<file path="src/rtl/spmmio_pkg.sv">
// Shared constants for the memory-mapped LED controller: register map,
// channel mode encodings and the blink terminal-count helper.
package spmmio_pkg;

  localparam int unsigned ADR_W  = 4;
  localparam int unsigned DATA_W = 32;

  localparam logic [ADR_W-1:0] ADR_OUT      = 4'd0;
  localparam logic [ADR_W-1:0] ADR_MODE     = 4'd1;
  localparam logic [ADR_W-1:0] ADR_PRESCALE = 4'd2;
  localparam logic [ADR_W-1:0] ADR_BLINK    = 4'd3;
  localparam logic [ADR_W-1:0] ADR_DUTY0    = 4'd4;

  typedef enum logic [1:0] {
    MODE_STATIC = 2'b00,
    MODE_BLINK  = 2'b01,
    MODE_PWM    = 2'b10,
    MODE_GATED  = 2'b11
  } mode_e;

  // Last blink count before the phase flips; a half-period of 0 acts like 1.
  function automatic logic [7:0] blink_last(input logic [7:0] half);
    return (half == 8'd0) ? 8'd0 : 8'(half - 8'd1);
  endfunction

endpackage

</file>
<file path="src/rtl/spmmio_led_chan.sv">
// One LED channel: selects static, blink, pwm or blink-gated pwm drive.
module spmmio_led_chan
  import spmmio_pkg::*;
(
  input  mode_e       i_mode,
  input  logic        i_out,
  input  logic        i_phase,
  input  logic [7:0]  i_pwm_cnt,
  input  logic [7:0]  i_duty,
  output logic        o_led_c
);

  logic w_pwm;

  always_comb begin
    w_pwm   = (i_pwm_cnt < i_duty);
    o_led_c = 1'b0;
    case (i_mode)
      MODE_STATIC: o_led_c = i_out;
      MODE_BLINK:  o_led_c = i_out & i_phase;
      MODE_PWM:    o_led_c = w_pwm;
      MODE_GATED:  o_led_c = w_pwm & i_phase;
      default:     o_led_c = 1'b0;
    endcase
  end

endmodule

</file>
<file path="src/rtl/spmmio_leds.sv">
// Memory-mapped LED controller: register file, prescaler, PWM and blink
// counters, and NUM_LEDS registered channel outputs.
module spmmio_leds
  import spmmio_pkg::*;
#(
  parameter int unsigned NUM_LEDS      = 2,
  parameter logic [15:0] PRESCALE_INIT = 16'd999,
  parameter logic [7:0]  BLINK_INIT    = 8'd100
) (
  input  logic                clk,
  input  logic                reset,
  input  logic [0:3]          adr,
  input  logic                cs,
  input  logic [0:3]          sel,
  input  logic                we,
  input  logic [0:31]         d,
  output logic [0:31]         q,
  output logic [NUM_LEDS-1:0] led
);

  localparam int unsigned MODE_W = 2 * NUM_LEDS;

  // Bus is big-endian bit numbered; internally bit 0 is the LSB.
  logic [DATA_W-1:0] w_wd;
  logic [DATA_W-1:0] w_rd;
  logic [3:0]        w_be;
  logic [ADR_W-1:0]  w_adr;
  logic              w_unused;

  assign w_wd     = d;
  assign w_be     = sel;
  assign w_adr    = adr;
  assign q        = w_rd;
  assign w_unused = ^{w_wd[31:16], w_be[3:2]};

  logic [NUM_LEDS-1:0] r_out;
  logic [MODE_W-1:0]   r_mode;
  logic [15:0]         r_prescale;
  logic [7:0]          r_blink;
  logic [7:0]          r_duty [NUM_LEDS];
  logic [15:0]         r_pre_cnt;
  logic [7:0]          r_pwm_cnt;
  logic [7:0]          r_blink_cnt;
  logic                r_phase;
  logic [NUM_LEDS-1:0] r_led;
  logic [NUM_LEDS-1:0] w_led_c;

  logic                w_wr;
  logic                w_wr_blink;
  logic                w_pre_touch;
  logic [15:0]         w_pre_new;
  logic [NUM_LEDS-1:0] w_duty_hit;
  logic                w_tick;
  logic                w_blink_wrap;

  assign w_wr        = cs & we;
  assign w_wr_blink  = w_wr && (w_adr == ADR_BLINK);
  assign w_pre_touch = w_wr && (w_adr == ADR_PRESCALE) && (w_be[1] | w_be[0]);
  assign w_pre_new   = {w_be[1] ? w_wd[15:8] : r_prescale[15:8],
                        w_be[0] ? w_wd[7:0]  : r_prescale[7:0]};
  assign w_tick       = (r_pre_cnt == 16'd0);
  assign w_blink_wrap = w_tick && (r_blink_cnt >= blink_last(r_blink));

  always_comb begin
    w_duty_hit = '0;
    for (int i = 0; i < NUM_LEDS; i++) begin
      w_duty_hit[i] = (w_adr == 4'(ADR_DUTY0 + i));
    end
  end

  // Register file
  always_ff @(posedge clk) begin
    if (reset) begin
      r_out      <= '0;
      r_mode     <= '0;
      r_prescale <= PRESCALE_INIT;
      r_blink    <= BLINK_INIT;
      for (int i = 0; i < NUM_LEDS; i++) r_duty[i] <= '0;
    end else begin
      if (w_wr && (w_adr == ADR_OUT) && w_be[0]) r_out <= w_wd[NUM_LEDS-1:0];
      if (w_wr && (w_adr == ADR_MODE)) begin
        for (int k = 0; k < MODE_W; k++) begin
          if (w_be[k/8]) r_mode[k] <= w_wd[k];
        end
      end
      if (w_pre_touch) r_prescale <= w_pre_new;
      if (w_wr_blink && w_be[0]) r_blink <= w_wd[7:0];
      for (int i = 0; i < NUM_LEDS; i++) begin
        if (w_wr && w_duty_hit[i] && w_be[0]) r_duty[i] <= w_wd[7:0];
      end
    end
  end

  // Prescaler, PWM and blink timebase; register writes win over tick updates.
  always_ff @(posedge clk) begin
    if (reset) begin
      r_pre_cnt   <= PRESCALE_INIT;
      r_pwm_cnt   <= '0;
      r_blink_cnt <= '0;
      r_phase     <= 1'b0;
    end else begin
      if (w_pre_touch)  r_pre_cnt <= w_pre_new;
      else if (w_tick)  r_pre_cnt <= r_prescale;
      else              r_pre_cnt <= r_pre_cnt - 16'd1;

      if (w_tick) r_pwm_cnt <= r_pwm_cnt + 8'd1;

      if (w_wr_blink)        r_blink_cnt <= '0;
      else if (w_blink_wrap) r_blink_cnt <= '0;
      else if (w_tick)       r_blink_cnt <= r_blink_cnt + 8'd1;

      if (w_blink_wrap) r_phase <= ~r_phase;
    end
  end

  for (genvar gi = 0; gi < NUM_LEDS; gi++) begin : g_chan
    spmmio_led_chan u_chan (
      .i_mode    (mode_e'(r_mode[2*gi +: 2])),
      .i_out     (r_out[gi]),
      .i_phase   (r_phase),
      .i_pwm_cnt (r_pwm_cnt),
      .i_duty    (r_duty[gi]),
      .o_led_c   (w_led_c[gi])
    );
  end

  always_ff @(posedge clk) begin
    if (reset) r_led <= '0;
    else       r_led <= w_led_c;
  end

  assign led = r_led;

  // Combinational readback, independent of cs
  always_comb begin
    w_rd = '0;
    case (w_adr)
      ADR_OUT:      w_rd[NUM_LEDS-1:0] = r_led;
      ADR_MODE:     w_rd[MODE_W-1:0]   = r_mode;
      ADR_PRESCALE: w_rd[15:0]         = r_prescale;
      ADR_BLINK: begin
        w_rd[7:0] = r_blink;
        w_rd[31]  = r_phase;
      end
      default: begin
        for (int i = 0; i < NUM_LEDS; i++) begin
          if (w_duty_hit[i]) w_rd[7:0] = r_duty[i];
        end
      end
    endcase
  end

endmodule
</file>
<file path="config.mk">
export PLATFORM = sky130hd
export DESIGN_NAME = spmmio_leds
export DESIGN_NICKNAME = d
export VERILOG_FILES = /design/src/rtl/spmmio_pkg.sv /design/src/rtl/spmmio_led_chan.sv /design/src/rtl/spmmio_leds.sv
export SDC_FILE = /design/constraint.sdc
export NUM_CORES = 1
export LEC_CHECK = 0
export CAP_MARGIN = 20
export CORE_ASPECT_RATIO = 1.4
export CORE_UTILIZATION = 49
export DETAILED_ROUTE_END_ITERATION = 10
export HOLD_SLACK_MARGIN = 0.1
export PLACE_DENSITY_LB_ADDON = 0.25
export SLEW_MARGIN = 20
export SYNTH_ARGS = -nofsm -noshare
export SYNTH_HDL_FRONTEND = slang
export SYNTH_SLANG_ARGS = --single-unit
</file>
<file path="constraint.sdc">
create_clock -name clk -period 3.1 [get_ports clk]
set_clock_uncertainty 0.15 [all_clocks]
set_input_delay 0.62 -clock clk [delete_from_list [all_inputs] [get_ports clk]]
set_output_delay 0.62 -clock clk [all_outputs]
set_load 0.03 [all_outputs]
</file>
==> results.toml, run 1 <==
[route]
dr_total_vias = 4225
routed_wl_mm = 12.7
drt-initial-drc-count = 279
drc_errors = 0
drt_pass1_iterations = 4
wl_per_cell_microns = 16.8
viasPerCell = 5.61
antenna_left = 0

[global_routing]
antenna_found_initial = 0
grt_pass1_wl_mm = 20.7
track_usage_pct = 26.0
grt-ovfl-total = 0
first_global_vias = 4300
grt_start_max_net_pins = 24

[clock_network]
cts_made_buffers = 9
cts_buffer_depth = 2
cts.htree.levels = 3
post-cts-setup-buffers = 0
clk_pin_slew_ns = 0.06
insertion_delay_ns = 0.35
cts_root_buf = "clkbuf_16"
cts_tree = "done"
cts.sinks = 81
postCtsHoldBufs = 0

[worst_setup_path]
start_kind = "input pin"
ff2ff_setup_slack_ns = 0.21
worstSetupEndpointType = "primary output"
path_cells = "clkdlybuf4s50_1, nor2b_1, nor2b_1, buf_4, a222oi_1, inv_1, buf_4"
timing.critical_path.buf_inv = 4
cp.required_ns = 2.33
max_stage_delay_ns = 0.57
crit_start = "adr[2]"
critPathMaxFanout = 5
crit_path_top_delay_cell = "clkdlybuf4s50_1"
worstReg2RegStart = "r_blink[0]"
path_delay_family = "buffers and inverters"
path_class = "in -> out"
critPathArrivalTime_ns = 2.18

[power]
ir_worst_vdd_mv = 0.294
power_mw = 2.43
p_per_area_mw_per_mm2 = 423
internal_power_mw = 1.77
p_sw_mw = 0.660
p_clk_share_pct = 42.4
leakagePower_nw = 2.43
pwr-share-comb_pct = 11.0
seq_power_share_pct = 46.5
switching_share_pct = 27.1

[logic_synthesis]
synth-seq-cells = 81
synth-edff-count = 16
synth_top_area_share_pct = 26.9
yosys_most_used_dff = "dfxtp_1"
ys_types = 63
syn_area_per_cell_sq_um = 8.59
yosys_warnings = 0
ys_seq_area_share_pct = 36.8
syn-cell-area_sq_mm = 0.00484
post-synth-top-area-cell = "dfxtp_1"
ys_async_sr_fraction_pct = 0
synthTopCellsByArea = "dfxtp_1, edfxtp_1, ha_1, nand2_1, mux2i_1"
syn_inst = 564

[timing]
setup_violations = 0
finalHoldViolCount = 0
tns_ns = 0
post-route-min-period_ns = 2.95
drv_slew = 0
finalCritPeriodShare_pct = 95.3
fmax_mhz = 339
tightestPinTransition_ns = 0.641
relSlewSlack_pct = 57.3

[cells_and_area]
stdcell_count = 753
multi_input_area_sq_mm = 0.00282
final_common_cell = "nand2_1"
seq_area_sq_mm = 0.00178
fin_util_pct = 60.4
finalInstanceArea_sq_mm = 0.00574
fillers = 819
fin_nets = 687
mostFrequentLayoutCells = "nand2_1, dfxtp_1, buf_4, nor2_1, inv_1"
antenna_cells = 0
synthToLayoutAreaGrowth_pct = 18.6
drive_above_1_share_pct = 12.7

[floorplanning]
placementRows = 42
die-area_sq_mm = 0.0103
io_pins = 78
core_area_sq_mm = 0.00951
die_w_microns = 86.0
start_util_pct = 50.9
die_h_microns = 120

[place]
placed_cells = 737
port-buffer-count = 44
globalplace.congestion = 0.936
placed_area_sq_mm = 0.00543
hpwl_mm = 9.61

[run_status]
status = "completed"

[worst_hold_path]
hold_start = "r_prescale[5]"
hold_path_class = "reg -> reg"

[run]
cap_violations = 0
## final timing paths
check                        end  depth (start not counted)
hold reg to reg    r_prescale[5]                          2
setup reg to reg  r_blink_cnt[2]                         13
hold / removal     r_prescale[5]                          2
setup / recovery           q[30]                          7
## stage by stage
stage,hold WS [ns],worst slack (ns)
after floorplan,0.282,0.153
after global placement,0.294,0.0445
after detailed placement,0.307,0.0337
after CTS,0.315,0.0612
after global routing,0.346,-0.00602
final,0.317,0.147
## synthesized netlist by cell type, types with 2 or more instances
| cell | instances |
|---|---|
| dfxtp_1 | 65 |
| buf_4 | 15 |
| a222oi_1 | 2 |
| and3_1 | 2 |
| mux2_2 | 6 |
| nand2b_1 | 8 |
| inv_1 | 28 |
| o211ai_1 | 9 |
| nand4b_1 | 2 |
| a21o_1 | 5 |
| mux4_2 | 2 |
| or4_1 | 4 |
| o21ai_0 | 17 |
| clkbuf_1 | 21 |
| o21a_1 | 9 |
| nor3b_1 | 5 |
| a21oi_1 | 28 |
| o221ai_1 | 3 |
| nand2_1 | 71 |
| edfxtp_1 | 16 |
| xnor2_1 | 12 |
| nand3b_1 | 2 |
| a41oi_1 | 2 |
| nor4_1 | 8 |
| a221o_1 | 2 |
| nor2b_1 | 8 |
| mux2i_1 | 21 |
| a221oi_1 | 2 |
| or3_1 | 8 |
| nor3_1 | 17 |
| a211oi_1 | 4 |
| and2_1 | 21 |
| nand4_1 | 5 |
| buf_6 | 2 |
| ha_1 | 27 |
| xor2_1 | 6 |
| nand3_1 | 25 |
| a211o_1 | 2 |
| a31oi_1 | 3 |
| a22oi_1 | 11 |
| nor2_1 | 36 |
## what timing repair did
| item | 4_1_cts | 5_1_grt |
|---|---|---|
| pin swaps | 0 | 1 |
| setup endpoints to repair | 1 | 12 |
| gates resized for setup | 1 | 8 |
## layer usage
layer | vias to the layer above | wire [microns] | track usage (%)
met5 | - | 0 | 0
met4 | 0 | 554 | 13.9
met3 | 34 | 509 | 4.13
met2 | 109 | 6320 | 45.0
met1 | 1987 | 5290 | 30.3
li1 | 2095 | - | -
## power by group through the flow
stage / registers [mW] / logic, mW / clock network, mW
after detailed placement: 1.15 / 0.263 / 0
after global placement: 1.15 / 0.258 / 0
after CTS: 1.13 / 0.265 / 1.05
final: 1.13 / 0.268 / 1.03
after global routing: 1.14 / 0.294 / 1.08
after floorplan: 1.14 / 0.180 / 0
## kinds of logic (layout without fill, tap and decap cells)
family,after synthesis,in the layout,share of synthesized area (%)
compound gates,110,110,15.6
other cells,1,15,0.0774
simple gates,230,230,23.9
buf+inv,68,111,6.77
xor+xnor,18,18,3.25
mux,29,29,6.66
flops,81,81,36.8
fa+ha+maj,27,27,6.97
## layout make-up
cell class	count	area share (%)
Timing Repair Buffer	67	10.2
Clock buffer	9	3.92
Multi-Input combinational cell	429	49.1
Clock inverter	7	1.07
Inverter	28	1.83
Tap cell	132	2.88
Sequential cell	81	31.0
## worst reg2reg max path, delay by kind of cell (launching register included)
| kind | cells | cell delay, ns |
|---|---|---|
| AND/OR/NAND/NOR | 5 | 1.12 |
| adder cells (fa/ha/maj) | 2 | 0.40 |
| buffers and inverters | 2 | 0.23 |
| flip-flops | 1 | 0.32 |
| AO/OA/AOI/OAI | 4 | 0.62 |
## sequential cells by signal, indices dropped and copies added, names as in the netlist
register	flops
r_mode	4
r_pwm_cnt	8
r_blink_cnt	8
r_prescale	16
r_out	2
r_duty	16
led	2
r_phase	1
r_pre_cnt	16
r_blink	8
Power figures use the tool's default switching activity.
==> run 2, diff against run 1 <==
--- a/config.mk
+++ b/config.mk
@@ -5,11 +5,12 @@
 export SDC_FILE = /design/constraint.sdc
 export NUM_CORES = 1
 export LEC_CHECK = 0
+export ABC_CLOCK_PERIOD_IN_PS = 3100
 export CAP_MARGIN = 20
 export CORE_ASPECT_RATIO = 1.4
 export CORE_UTILIZATION = 49
+export CTS_CLUSTER_DIAMETER = 100
 export DETAILED_ROUTE_END_ITERATION = 10
-export HOLD_SLACK_MARGIN = 0.1
 export PLACE_DENSITY_LB_ADDON = 0.25
 export SLEW_MARGIN = 20
 export SYNTH_ARGS = -nofsm -noshare
==> results of run 2 <==
The final DEF is identical to that of run 1; final timing and power are the same.
==> run 3, diff against run 2 <==
--- a/config.mk
+++ b/config.mk
@@ -7,8 +7,10 @@
 export LEC_CHECK = 0
 export ABC_CLOCK_PERIOD_IN_PS = 3100
 export CAP_MARGIN = 20
+export CELL_PAD_IN_SITES_DETAIL_PLACEMENT = 1
+export CELL_PAD_IN_SITES_GLOBAL_PLACEMENT = 1
 export CORE_ASPECT_RATIO = 1.4
-export CORE_UTILIZATION = 49
+export CORE_UTILIZATION = 37
 export CTS_CLUSTER_DIAMETER = 100
 export DETAILED_ROUTE_END_ITERATION = 10
 export PLACE_DENSITY_LB_ADDON = 0.25
==> constraint.sdc (replaced) <==
create_clock -name clk -period 3.1 [get_ports clk]
set_clock_uncertainty 0.15 [all_clocks]
set_input_delay 0.465 -clock clk [delete_from_list [all_inputs] [get_ports clk]]
set_output_delay 0.465 -clock clk [all_outputs]
set_load 0.03 [all_outputs]
==> run 3 against run 2 <==
  * Fmax shrank 1.9%
  * Sequential power is essentially flat
  * Register-to-register slack lost 0.08 ns
  * Flip-flop and latch count is the same
  * Sequential share of layout area shrank 0.41 points
  * First-iteration DRC count shrank 38%
  * Clock-buffer cell count grew 1
  * Global-route usage shrank 3.2 points
  * Via count grew 3.8%
  * Cell count grew 3.6%
  * Core utilization shrank 15 points
  * Die area grew 32%
  * Critical endpoint is now q[25]
  * Largest cell class unchanged
==> results.toml, run 3 (synthesis gave the netlist of run 1 again) <==
[floorplanning]
io_pins = 78
die_h_microns = 137
start_util_pct = 37.8
die-area_sq_mm = 0.0136
core_area_sq_mm = 0.0128
placementRows = 49
die_w_microns = 98.7

[clock_network]
insertion_delay_ns = 0.34
cts_tree = "done"
cts.sinks = 81
cts_root_buf = "clkbuf_16"
cts_made_buffers = 9
cts_buffer_depth = 2
cts.htree.levels = 3
postCtsHoldBufs = 0
clk_pin_slew_ns = 0.06

[global_routing]
grt-ovfl-total = 0
grt_start_max_net_pins = 24
antenna_found_initial = 0
first_global_vias = 4539
track_usage_pct = 22.8
grt_pass1_wl_mm = 23.6

[cells_and_area]
fin_util_pct = 45.4
fillers = 1494
seq_area_sq_mm = 0.00178
antenna_cells = 0
mostFrequentLayoutCells = "nand2_1, dfxtp_1, buf_4, nor2_1"
top_regs = "r_duty: 16 flops, r_pre_cnt: 16 flops, r_prescale: 16 flops"
fin_nets = 693
final_common_cell = "nand2_1"
drive_above_1_share_pct = 13.1
synthToLayoutAreaGrowth_pct = 20.1
multi_input_area_sq_mm = 0.00282

[route]
drt_pass1_iterations = 4
dr_total_vias = 4384
drc_errors = 0
drt-initial-drc-count = 174
wl_per_cell_microns = 18.9
antenna_left = 0
viasPerCell = 5.62
routed_wl_mm = 14.8

[worst_setup_path]
cp.required_ns = 2.48
worst-r2r-cell-count = 13
worstSetupEndpointType = "primary output"
start_kind = "input pin"
critPathArrivalTime_ns = 2.40
path_class = "in -> out"
critPathMaxFanout = 8

[timing]
whs_ns = 0.309
fmax_mhz = 332
drv_slew = 0
setup_violations = 0
finalCritPeriodShare_pct = 97.1
post-route-min-period_ns = 3.01
tightestPinTransition_ns = 0.714
relSlewSlack_pct = 52.0
finalHoldViolCount = 0

[place]
port-buffer-count = 44
globalplace.congestion = 0.834
hpwl_mm = 11.4

[run_status]
status = "completed"

[power]
ir_worst_vdd_mv = 0.236
switching_share_pct = 25.9
seq_power_share_pct = 45.6
pwr-share-comb_pct = 11.1
p_sw_mw = 0.644
p_clk_share_pct = 43.3
leakagePower_nw = 2.44
p_per_area_mw_per_mm2 = 427
internal_power_mw = 1.84

[run]
cap_violations = 0

[worst_hold_path]
hold_path_class = "reg -> reg"
worstHoldPathCells = 2
## run 3: routing by layer
layer  up-vias  wire length [microns]  track usage (%)
met5         -                      0                0
met4         0                    589             12.2
met1      2142                   6100             25.3
met2       105                   7630             42.3
li1       2110                      -                -
met3        27                    457             3.04
## run 3: cell type report
cell class                 instances  area share (%)
multi-input combinational        429            48.5
tap                              153            3.29
clock inverter                     6            1.16
clock buffer                      10            3.93
sequential                        81            30.6
timing repair buffer              73            10.7
inverter                          28            1.81
## run 3: repair_timing
item | CTS | global route
cloned | 0 | 1
gates resized for setup | 2 | 8
endpoints found under the setup margin | 5 | 8
pin swaps | 0 | 1
setup buffers | 0 | 2
## run 3: per-stage QoR
step	std cells	setup TNS, ns	area [sq um]	worst slack [ns]	total power [mW]
after floorplan	578	0	4900	0.153	1.32
after global placement	761	0	5470	0.0693	1.42
after detailed placement	761	-0.0210	5470	-0.0210	1.43
after CTS	777	0	5770	0.0294	2.51
after global routing	780	-0.127	5820	-0.0430	2.58
final	780	0	5820	0.0899	2.49
## run 3: path summary, 6_finish.rpt
check	slack, ns	from	end
setup reg to reg	0.13	r_blink[0]	r_blink_cnt[2]
hold / removal	0.31	r_prescale[3]	r_prescale[3]
setup / recovery	0.09	adr[3]	q[25]
hold reg to reg	0.31	r_prescale[3]	r_prescale[3]
## run 3: worst max-delay path, cell delays in order
cell	delay [ns]
clkdlybuf4s50_1	0.72
nor2b_1	0.22
nor2b_1	0.42
buf_4	0.22
a22oi_1	0.08
nand2_1	0.10
buf_4	0.16
## run 3: power groups by stage
stage          sequential (mW)  combinational, mW  clock [mW]
6_report                  1.13              0.277        1.08
5_1_grt                   1.14              0.302        1.13
4_1_cts                   1.13              0.274        1.10
3_5_place_dp              1.16              0.271           0
3_3_place_gp              1.16              0.260           0
2_1_floorplan             1.14              0.180           0
